## src/rtl/move_position_encoder_pkg.sv

```systemverilog
// Shared constants, FSM encoding and one-hot helpers for the keypad move encoder.
package move_position_encoder_pkg;

    localparam int unsigned N_CELLS = 9;
    localparam int unsigned POS_W   = 4;
    localparam logic [POS_W-1:0] POS_NONE = 4'd0;

    typedef enum logic [1:0] {
        IDLE,
        CHECK,
        HOLD,
        RELEASE
    } state_e;

    function automatic logic [3:0] popcount(input logic [N_CELLS-1:0] v);
        logic [3:0] n;
        n = '0;
        for (int k = 0; k < N_CELLS; k++) begin
            n = n + 4'(v[k]);
        end
        return n;
    endfunction

    // OR of every set bit's position: exact for one-hot input, no priority chain.
    function automatic logic [POS_W-1:0] encode_onehot(input logic [N_CELLS-1:0] v);
        logic [POS_W-1:0] pos;
        pos = POS_NONE;
        for (int k = 0; k < N_CELLS; k++) begin
            if (v[k]) pos = pos | POS_W'(k + 1);
        end
        return pos;
    endfunction

endpackage

```

## src/rtl/move_position_encoder_if.sv

```systemverilog
// Keypad-to-controller bundle: raw keys and board state in, position handshake and error pulses out.
interface move_position_encoder_if;
    import move_position_encoder_pkg::*;

    logic [N_CELLS-1:0] key_in;
    logic [N_CELLS-1:0] board_occ;
    logic [POS_W-1:0]   pos_out;
    logic               pos_valid;
    logic               pos_ready;
    logic               err_multi;
    logic               err_occ;

    modport master (
        input  key_in, board_occ, pos_ready,
        output pos_out, pos_valid, err_multi, err_occ
    );

    modport slave (
        output key_in, board_occ, pos_ready,
        input  pos_out, pos_valid, err_multi, err_occ
    );

endinterface

```

## src/rtl/move_position_encoder_key_debouncer.sv

```systemverilog
// Two-flop synchroniser plus hold-time debouncer; key_stable updates only after the synced
// vector has been unchanged for DEBOUNCE_CYCLES cycles.
module key_debouncer #(
    parameter int unsigned DEBOUNCE_CYCLES = 16,
    parameter int unsigned WIDTH           = 9
) (
    input  logic             clk,
    input  logic             rst,
    input  logic [WIDTH-1:0] key_raw,
    output logic [WIDTH-1:0] key_stable
);

    localparam int unsigned CNT_W = $clog2(DEBOUNCE_CYCLES);
    localparam logic [CNT_W-1:0] CNT_MAX   = CNT_W'(DEBOUNCE_CYCLES - 1);
    localparam logic [CNT_W-1:0] CNT_LATCH = CNT_W'(DEBOUNCE_CYCLES - 2);

    logic [WIDTH-1:0] sync1_q;
    logic [WIDTH-1:0] sync2_q;
    logic [CNT_W-1:0] cnt_q;
    logic             changed;

    // sync1_q is the next value of the synced vector, so a mismatch marks a change one cycle early.
    assign changed = (sync1_q != sync2_q);

    always_ff @(posedge clk) begin
        if (rst) begin
            sync1_q    <= '0;
            sync2_q    <= '0;
            cnt_q      <= '0;
            key_stable <= '0;
        end else begin
            // NOTE: non-blocking assignments keep sync1->sync2 a true two-stage pipeline.
            sync1_q <= key_raw;
            sync2_q <= sync1_q;
            if (changed) begin
                cnt_q <= '0;
            end else begin
                if (cnt_q != CNT_MAX) cnt_q <= cnt_q + CNT_W'(1);
                if (cnt_q >= CNT_LATCH) key_stable <= sync2_q;
            end
        end
    end

endmodule

```

## src/rtl/move_position_encoder.sv

```systemverilog
// Debounced 9-key to position 1..9 encoder with valid/ready hand-off to the turn FSM.
// Optional occupied-cell rejection is enabled by defining MOVE_OCC_CHECK_EN.
module move_position_encoder #(
    parameter int unsigned DEBOUNCE_CYCLES = 16,
    parameter int unsigned N_CELLS         = 9
) (
    input  logic                   clk,
    input  logic                   rst,
    move_position_encoder_if.master bus
);
    import move_position_encoder_pkg::*;

    logic [N_CELLS-1:0] key_stable;
    state_e             state_q;
    logic [POS_W-1:0]   pos_q;
    logic               valid_q;
    logic               err_multi_q;
    logic               err_occ_q;

    key_debouncer #(
        .DEBOUNCE_CYCLES(DEBOUNCE_CYCLES),
        .WIDTH          (N_CELLS)
    ) u_debouncer (
        .clk       (clk),
        .rst       (rst),
        .key_raw   (bus.key_in),
        .key_stable(key_stable)
    );

`ifdef MOVE_OCC_CHECK_EN
    logic occ_hit;
    assign occ_hit = |(key_stable & bus.board_occ);
`else
    logic unused_board_occ;
    assign unused_board_occ = ^bus.board_occ;
`endif

    always_ff @(posedge clk) begin
        if (rst) begin
            state_q     <= IDLE;
            pos_q       <= POS_NONE;
            valid_q     <= 1'b0;
            err_multi_q <= 1'b0;
            err_occ_q   <= 1'b0;
        end else begin
            err_multi_q <= 1'b0;
            err_occ_q   <= 1'b0;
            case (state_q)
                IDLE: begin
                    if (key_stable != '0) state_q <= CHECK;
                end
                CHECK: begin
                    if (popcount(key_stable) > 4'd1) begin
                        err_multi_q <= 1'b1;
                        state_q     <= RELEASE;
                    end
`ifdef MOVE_OCC_CHECK_EN
                    else if (occ_hit) begin
                        err_occ_q <= 1'b1;
                        state_q   <= RELEASE;
                    end
`endif
                    else if (key_stable != '0) begin
                        pos_q   <= encode_onehot(key_stable);
                        valid_q <= 1'b1;
                        state_q <= HOLD;
                    end else begin
                        state_q <= IDLE;
                    end
                end
                HOLD: begin
                    if (bus.pos_ready) begin
                        pos_q   <= POS_NONE;
                        valid_q <= 1'b0;
                        state_q <= RELEASE;
                    end
                end
                RELEASE: begin
                    // The key must be seen released before another press is accepted.
                    if (key_stable == '0) state_q <= IDLE;
                end
                default: state_q <= IDLE;
            endcase
        end
    end

    assign bus.pos_out   = pos_q;
    assign bus.pos_valid = valid_q;
    assign bus.err_multi = err_multi_q;
    assign bus.err_occ   = err_occ_q;

endmodule
```

## src/flat_wrapper.sv

```systemverilog
// flat-port wrapper written by rule: the top's interface ports become plain ports
module move_position_encoder_flat import move_position_encoder_pkg::*;
#(
    parameter int unsigned DEBOUNCE_CYCLES = 16,
    parameter int unsigned N_CELLS         = 9
)
  (clk, rst, bus_key_in, bus_board_occ, bus_pos_ready, bus_pos_out, bus_pos_valid, bus_err_multi, bus_err_occ);
  move_position_encoder_if bus_i ();
  input  logic clk;
  input  logic rst;
  input wire logic [$bits(bus_i.key_in)-1:0] bus_key_in;
  input wire logic [$bits(bus_i.board_occ)-1:0] bus_board_occ;
  input wire logic [$bits(bus_i.pos_ready)-1:0] bus_pos_ready;
  output wire logic [$bits(bus_i.pos_out)-1:0] bus_pos_out;
  output wire logic [$bits(bus_i.pos_valid)-1:0] bus_pos_valid;
  output wire logic [$bits(bus_i.err_multi)-1:0] bus_err_multi;
  output wire logic [$bits(bus_i.err_occ)-1:0] bus_err_occ;
  assign bus_i.key_in = bus_key_in;
  assign bus_i.board_occ = bus_board_occ;
  assign bus_i.pos_ready = bus_pos_ready;
  assign bus_pos_out = bus_i.pos_out;
  assign bus_pos_valid = bus_i.pos_valid;
  assign bus_err_multi = bus_i.err_multi;
  assign bus_err_occ = bus_i.err_occ;
  move_position_encoder #(.DEBOUNCE_CYCLES(DEBOUNCE_CYCLES), .N_CELLS(N_CELLS)) u_core (.clk(clk), .rst(rst), .bus(bus_i));
endmodule
```

## config.mk

```make
export PLATFORM = sky130hd
export DESIGN_NAME = move_position_encoder_flat
export DESIGN_NICKNAME = d
export VERILOG_FILES = /design/src/rtl/move_position_encoder_pkg.sv /design/src/rtl/move_position_encoder_if.sv /design/src/rtl/move_position_encoder_key_debouncer.sv /design/src/rtl/move_position_encoder.sv /design/src/flat_wrapper.sv
export SDC_FILE = /design/constraint.sdc
export NUM_CORES = 1
export LEC_CHECK = 0
export CAP_MARGIN = 20
export CORE_ASPECT_RATIO = 1.25
export CORE_MARGIN = 2
export CORE_UTILIZATION = 35
export CTS_BUF_LIST = sky130_fd_sc_hd__clkbuf_4
export CTS_CLUSTER_DIAMETER = 60
export DETAILED_ROUTE_END_ITERATION = 10
export GPL_ROUTABILITY_DRIVEN = 0
export SLEW_MARGIN = 20
export SYNTH_ARGS = -nofsm -noshare
export SYNTH_HDL_FRONTEND = slang
export SYNTH_SLANG_ARGS = --single-unit
```

## constraint.sdc

```tcl
create_clock -name clk -period 4.9 [get_ports clk]
set_input_delay 0.49 -clock clk [delete_from_list [all_inputs] [get_ports clk]]
set_output_delay 0.49 -clock clk [all_outputs]
set_load 0.01 [all_outputs]
```

Word-level counts from Yosys, hierarchy flattened
Cells that the tools add are included.
{ "totals": {"reg_bits": 39, "latchBits": 0, "ramBits": 0, "rom_bits": 0, "output_inout_bits": 7, "word_cells": 64, "mem_count": 0} }
{ "classes": {"addsub": 9, "n_mul": 0, "n_div": 0, "n_lt_le_gt_ge": 2, "eq_ne": 10, "n_shift": 0, "mux": 24, "n_bitwise": 2, "reduce_logical": 9} }
{ "ops": {"columns": ["cell", "count"], "rows": [
  ["$add A4 B1 Y4", 7],
  ["$mux W4", 5],
  ["$mux W2", 7],
  ["$mux W3", 4],
  ["$logic_not A9 Y1", 1],
  ["$ne A9 B9 Y1", 1],
  ["$reduce_bool A9 Y1", 1],
  ["$pmux W2 S4", 1],
  ["$pmux W4 S2", 1],
  ["$ne A2 B1 Y1 const B", 3],
  ["$mux W1", 5],
  ["$add A4 B1 Y4 const B", 1],
  ["$eq A2 B2 Y1 const B", 2],
  ["$ge A4 B4 Y1 const B", 1],
  ["$gt A4 B1 Y1 const B", 1],
  ["$ne A2 B2 Y1 const B", 2],
  ["$ne A4 B4 Y1 const B", 1],
  ["$reduce_and A4 Y1", 1],
  ["$reduce_or A2 Y1", 2],
  ["$reduce_and A3 Y1", 1],
  ["$add A1 B1 Y2", 1],
  ["$eq A2 B1 Y1 const B", 1],
  ["$logic_not A2 Y1", 1],
  ["$not A1 Y1", 2],
  ["other kinds (3)", 3]
]} }

Longest topological paths before layout
{ "logic_depth": {"depth_word": 12, "ltp_mapped": 13, "mapped_depth_nobuf": 13} }

Hierarchy
A second synthesis with hierarchy kept.
{ "hier_totals": {"hier_cells": 184, "area_unflattened_um2": 1785.5} }
{ "modules_own_cells": {"columns": ["mod", "instances", "cells_per_inst", "area_per_inst_um2"], "rows": [
  ["key_debouncer", 1, 116, 1171.1],
  ["move_position_encoder", 1, 68, 614.3]
]} }

Worst setup path before layout
Ideal clock, no wire load.
{ "synth_timing": {"kind": "reg-to-reg", "startpoint": "reg u_core.u_debouncer.key_stable[1]", "endpoint": "reg u_core.pos_q[0], in the netlist u_core.bus.pos_out[0]", "setup_ps": 101, "arrival_time_ps": 3750, "required_ps": 4799, "setup_slack_ps": 1049, "stages_incl_launch_ff": 14, "synth_period_minus_slack_ps": 3851, "path_cell_list": "dfxtp_1 -> inv_1 -> ha_1 -> inv_1 -> fa_1 -> fa_1 -> fa_1 -> inv_1 -> ha_1 -> fa_1 -> a211o_1 -> o21bai_4 -> nand2_2 -> o41ai_1"} }
{ "synth_between": {"elab_chain_len": 11, "word_cells_on_any_way": 13, "classes_between": "8 x add/sub; 1 x order compare; 2 x eq/ne; 2 x reduce/logical"} }
{ "synth_rtl": {"columns": ["element", "line_no", "source"], "rows": [
  ["start, declared", "move_position_encoder_key_debouncer.sv:10", "output logic [WIDTH-1:0] key_stable"],
  ["start signal, assigned", "move_position_encoder_key_debouncer.sv:39", "if (cnt_q >= CNT_LATCH) key_stable <= sync2_q;"],
  ["$add A1 B1 Y2", "move_position_encoder_pkg.sv:19", "n = n + 4'(v[k]);"],
  ["$add A4 B1 Y4 (7 in a row)", "move_position_encoder_pkg.sv:19", null],
  ["$gt A4 B1 Y1", "move_position_encoder.sv:53", "if (popcount(key_stable) > 4'd1) begin"],
  ["$ne A2 B2 Y1 (no line)", null, null],
  ["$reduce_and A4 Y1 (no line) (*)", null, null],
  ["end signal, assigned", "move_position_encoder.sv:64", "pos_q <= encode_onehot(key_stable);"],
  ["end, declared", "move_position_encoder.sv:15", "logic [POS_W-1:0] pos_q;"]
]} }
Mark *: on every way between the ends. The rest lies on a longest branch, timed or not.
A chain may end at the register's enable or synchronous reset.

Final worst setup path
Same ends and word-level chain as after synthesis.

==> impl_results.md <==
* Rel. slew slack at 62.1%
* DRC viols at 0
* Fmax at 241 MHz
* Crit-path slowest cell: fa_1
* Core Util, Final at 42.4%
* Htree depth at 2
* Aggregate global-route resource usage at 11.6%
* Num CTS Buffers at 5
* Reg-to-reg setup timing slack at 750 ps
* Clock network power share at 29.4%
* Count of cell types in the netlist at 37
* Clock latency on the worst-skew pair at 340 ps
* CP Max Fanout at 9
* Min setup slack post-route at 755 ps
* Post-Place Worst Slack at 740 ps
* Core Area at 4800 um^2
* Placed Area at 1990 um^2
* Synthesized net count at 212
* Final ANT Viol Nets at 0
* Outcome: completed
* Gate power share at 5.6%
* Buffers on Ports at 17
* RSZ-0062 raised after global routing: no
* Number of flops mapped to enable cells by yosys at 0
* Diodes inserted at 0
* Per-cell routed wire length at 10.9 um
* CTS tree: done
* # IOs at 28
* Die area at 5650 um^2
* CTS Sinks at 39
* Cell mode on critical path: fa_1
* Share of cells above drive strength 1 at 5.61%
* Nets at 231
* CP Cell Sequence: inv_1 -> ha_1 -> inv_1 -> fa_1 -> fa_1 -> fa_1 -> inv_1 -> ha_1 -> fa_1 -> a211o_1 -> o21bai_4 -> nand2_2 -> o41ai_1
* Grt ovf at 0
* # setup viols final at 0
* Post-cts gate resize count at 0
* DR iter-0 viols at 30
* Setup Crit Path Kind: reg -> reg
* Most used DFF post-synth: dfxtp_1
* Synth Instances at 177
* Max-slew violations at 0
* CP Buf/Inv Count at 3
* Worst Tran Pin Value at 568 ps
* Routed WL at 2790 um
* Worst-case clock skew at 12.8 ps
* First-pass GRT wire length at 5110 um
* CP arrival at 4380 ps
* Switch Pwr at 0.114 mW
* Minimum clock period at 4150 ps
* Hold buffers post-CTS at 0
* Mapped cell area at 1770 um^2
* Worst reg2reg path endpoint: u_core.bus.pos_out[0]
* Root Driver: clkbuf_4
* Crit end category: flop
* Sequential-to-total area share from yosys stat at 44.1%
* # rows at 28
* Die height at 83.5 um
* Hold Vio Cnt, Final at 0
* Post-synth ARST share at 0%
* Chip width at 67.6 um
* Layout area overhead at 15.0%
* Initial antenna violation count at 0
* Synthesized flop and latch total at 39
* Post-route insts no fill at 256
* Yosys Warn Count at 0
* Static Leakage at 0.814 nW
* Seq pwr share at 65.0%
* Critical path's top delay family: adder cells
* Max VDD drop at 0.132 mV
* Crit path to: u_core.bus.pos_out[0]
* Pin count of the biggest net entering global routing at 41
* Max_cap viols at 0
* Final TNS setup at 0 ps
* Crit share post-route at 84.6%
* Critical Path Stages at 13
* Setup Fix Bufs, Post-CTS at 0
* Worst reg2reg path depth at 13
* Max incr delay on CP at 540 ps
* Pwr per Cell Area at 248 nW/um^2
* Vias per cell at 4.70
* Hpwl dp at 2040 um
* Type of origin of the critical path: flop
* Sw frac at 22.5%
* Post-placement cell count at 249
* Clock transition at the registers of the reported paths at 120 ps
* Hold depth at 1
* Int Pwr at 0.392 mW
* CP startpoint: u_core.u_debouncer.key_stable[1]
* Starting utilization of the core area at 36.9%
* Type of the most critical hold path: reg -> reg
* Total number of vias at 1,202
* Worst reg2reg startpoint: u_core.u_debouncer.key_stable[1]
* Filler cells at 469
* Drt pass-1 iters at 3
* Maximum root-to-sink buffer count at 2
* Mean Syn Cell Area at 10.0 um^2
* Fin area at 2040 um^2
* Worst EP required at 5130 ps
* Number of global-route vias before repair at 1,151
state kept, by name (all words and copies together) (netlist names), named ones only:
| signal | flops |
|---|---|
| u_core.bus.err_multi | 1 |
| u_core.bus.pos_out | 4 |
| u_core.bus.pos_valid | 1 |
| u_core.state_q | 1 |
| u_core.u_debouncer.cnt_q | 4 |
| u_core.u_debouncer.key_stable | 9 |
| u_core.u_debouncer.sync1_q | 9 |
| u_core.u_debouncer.sync2_q | 9 |
kinds of logic (layout without fill, tap and decap cells):
| logic type | count (synthesis) | count (layout) | share of synthesized area (%) |
|---|---|---|---|
| adder cells (fa/ha/maj) | 14 | 14 | 12.0 |
| multiplexers | 9 | 9 | 5.08 |
| other | 1 | 1 | 0.212 |
| XOR/XNOR | 10 | 10 | 4.94 |
| AO/OA/AOI/OAI | 22 | 22 | 10.2 |
| AND/OR/NAND/NOR | 55 | 55 | 17.2 |
| flip-flops | 39 | 39 | 44.1 |
| buffers and inverters | 27 | 46 | 6.36 |
worst reg2reg max path: stages, from the launching register on:
cell	delay [ps]
dfxtp_1	420
inv_1	60
ha_1	270
inv_1	50
fa_1	500
fa_1	530
fa_1	540
inv_1	40
ha_1	210
fa_1	430
a211o_1	320
o21bai_4	250
nand2_2	120
o41ai_1	300
Yosys cell counts (3+ instances only):
library cell | count | share of area (%)
a211o_1 | 5 | 2.5
a211oi_1 | 3 | 1.3
a31oi_1 | 3 | 1.1
clkbuf_1 | 3 | 0.64
dfxtp_1 | 39 | 44
fa_1 | 5 | 5.6
ha_1 | 9 | 6.4
inv_1 | 21 | 4.4
mux2i_1 | 9 | 5.1
nand2_1 | 4 | 0.85
nand3_1 | 3 | 0.85
nor2_1 | 18 | 3.8
nor2b_1 | 18 | 6.4
o41ai_1 | 4 | 2.0
xnor2_1 | 4 | 2.0
xor2_1 | 6 | 3.0
final cells by class:
| type | count | area [um^2] | share of cell area [%] |
|---|---|---|---|
| timing repair buffer | 18 | 178 | 8.72 |
| multi-input combinational | 111 | 878 | 43.1 |
| inverter | 21 | 78.8 | 3.87 |
| clock inverter | 2 | 8.76 | 0.430 |
| tap | 60 | 75.1 | 3.69 |
| clock buffer | 5 | 37.5 | 1.84 |
| sequential | 39 | 781 | 38.3 |
routing by layer:
| metal | track usage [%] | wire, um |
|---|---|---|
| met5 | 0 | 0 |
| met4 | 5.01 | 33 |
| met3 | 3.64 | 84 |
| met2 | 18.6 | 1420 |
| met1 | 14.0 | 1250 |
power groups by stage:
stage	Clock (mW)	Sequential [mW]	Combinational [mW]
5_1_grt	0.175	0.330	0.0322
3_5_place_dp	0	0.336	0.0290
3_3_place_gp	0	0.336	0.0287
4_1_cts	0.160	0.329	0.0291
2_1_floorplan	0	0.335	0.0177
6_report	0.149	0.328	0.0284
worst min-delay path by stage:
stage	start	to
2_1_floorplan	u_core.u_debouncer.sync1_q[0]	u_core.u_debouncer.sync2_q[0]
3_3_place_gp	u_core.u_debouncer.sync1_q[3]	u_core.u_debouncer.sync2_q[3]
3_5_place_dp	u_core.u_debouncer.sync1_q[6]	u_core.u_debouncer.sync2_q[6]
4_1_cts	u_core.u_debouncer.sync1_q[6]	u_core.u_debouncer.sync2_q[6]
5_1_grt	u_core.u_debouncer.sync1_q[6]	u_core.u_debouncer.sync2_q[6]
6_report	u_core.u_debouncer.sync1_q[6]	u_core.u_debouncer.sync2_q[6]
stage by stage:
stage	total power, mW	hold slack (ps)
floorplan	0.353	458
global placement	0.364	466
detailed placement	0.365	469
CTS	0.517	484
global route	0.537	492
finish	0.506	479
cells in the final DEF (no fill, tap or decap), types with 4 or more instances in the layout:
cell type,count
xnor2_1,4
nor2b_1,18
nand2_1,4
inv_1,21
clkdlybuf4s50_1,17
ha_1,9
xor2_1,6
o41ai_1,4
dfxtp_1,39
a211o_1,5
clkbuf_4,5
nor2_1,18
fa_1,5
mux2i_1,9
(Power assumes the default switching activity.)
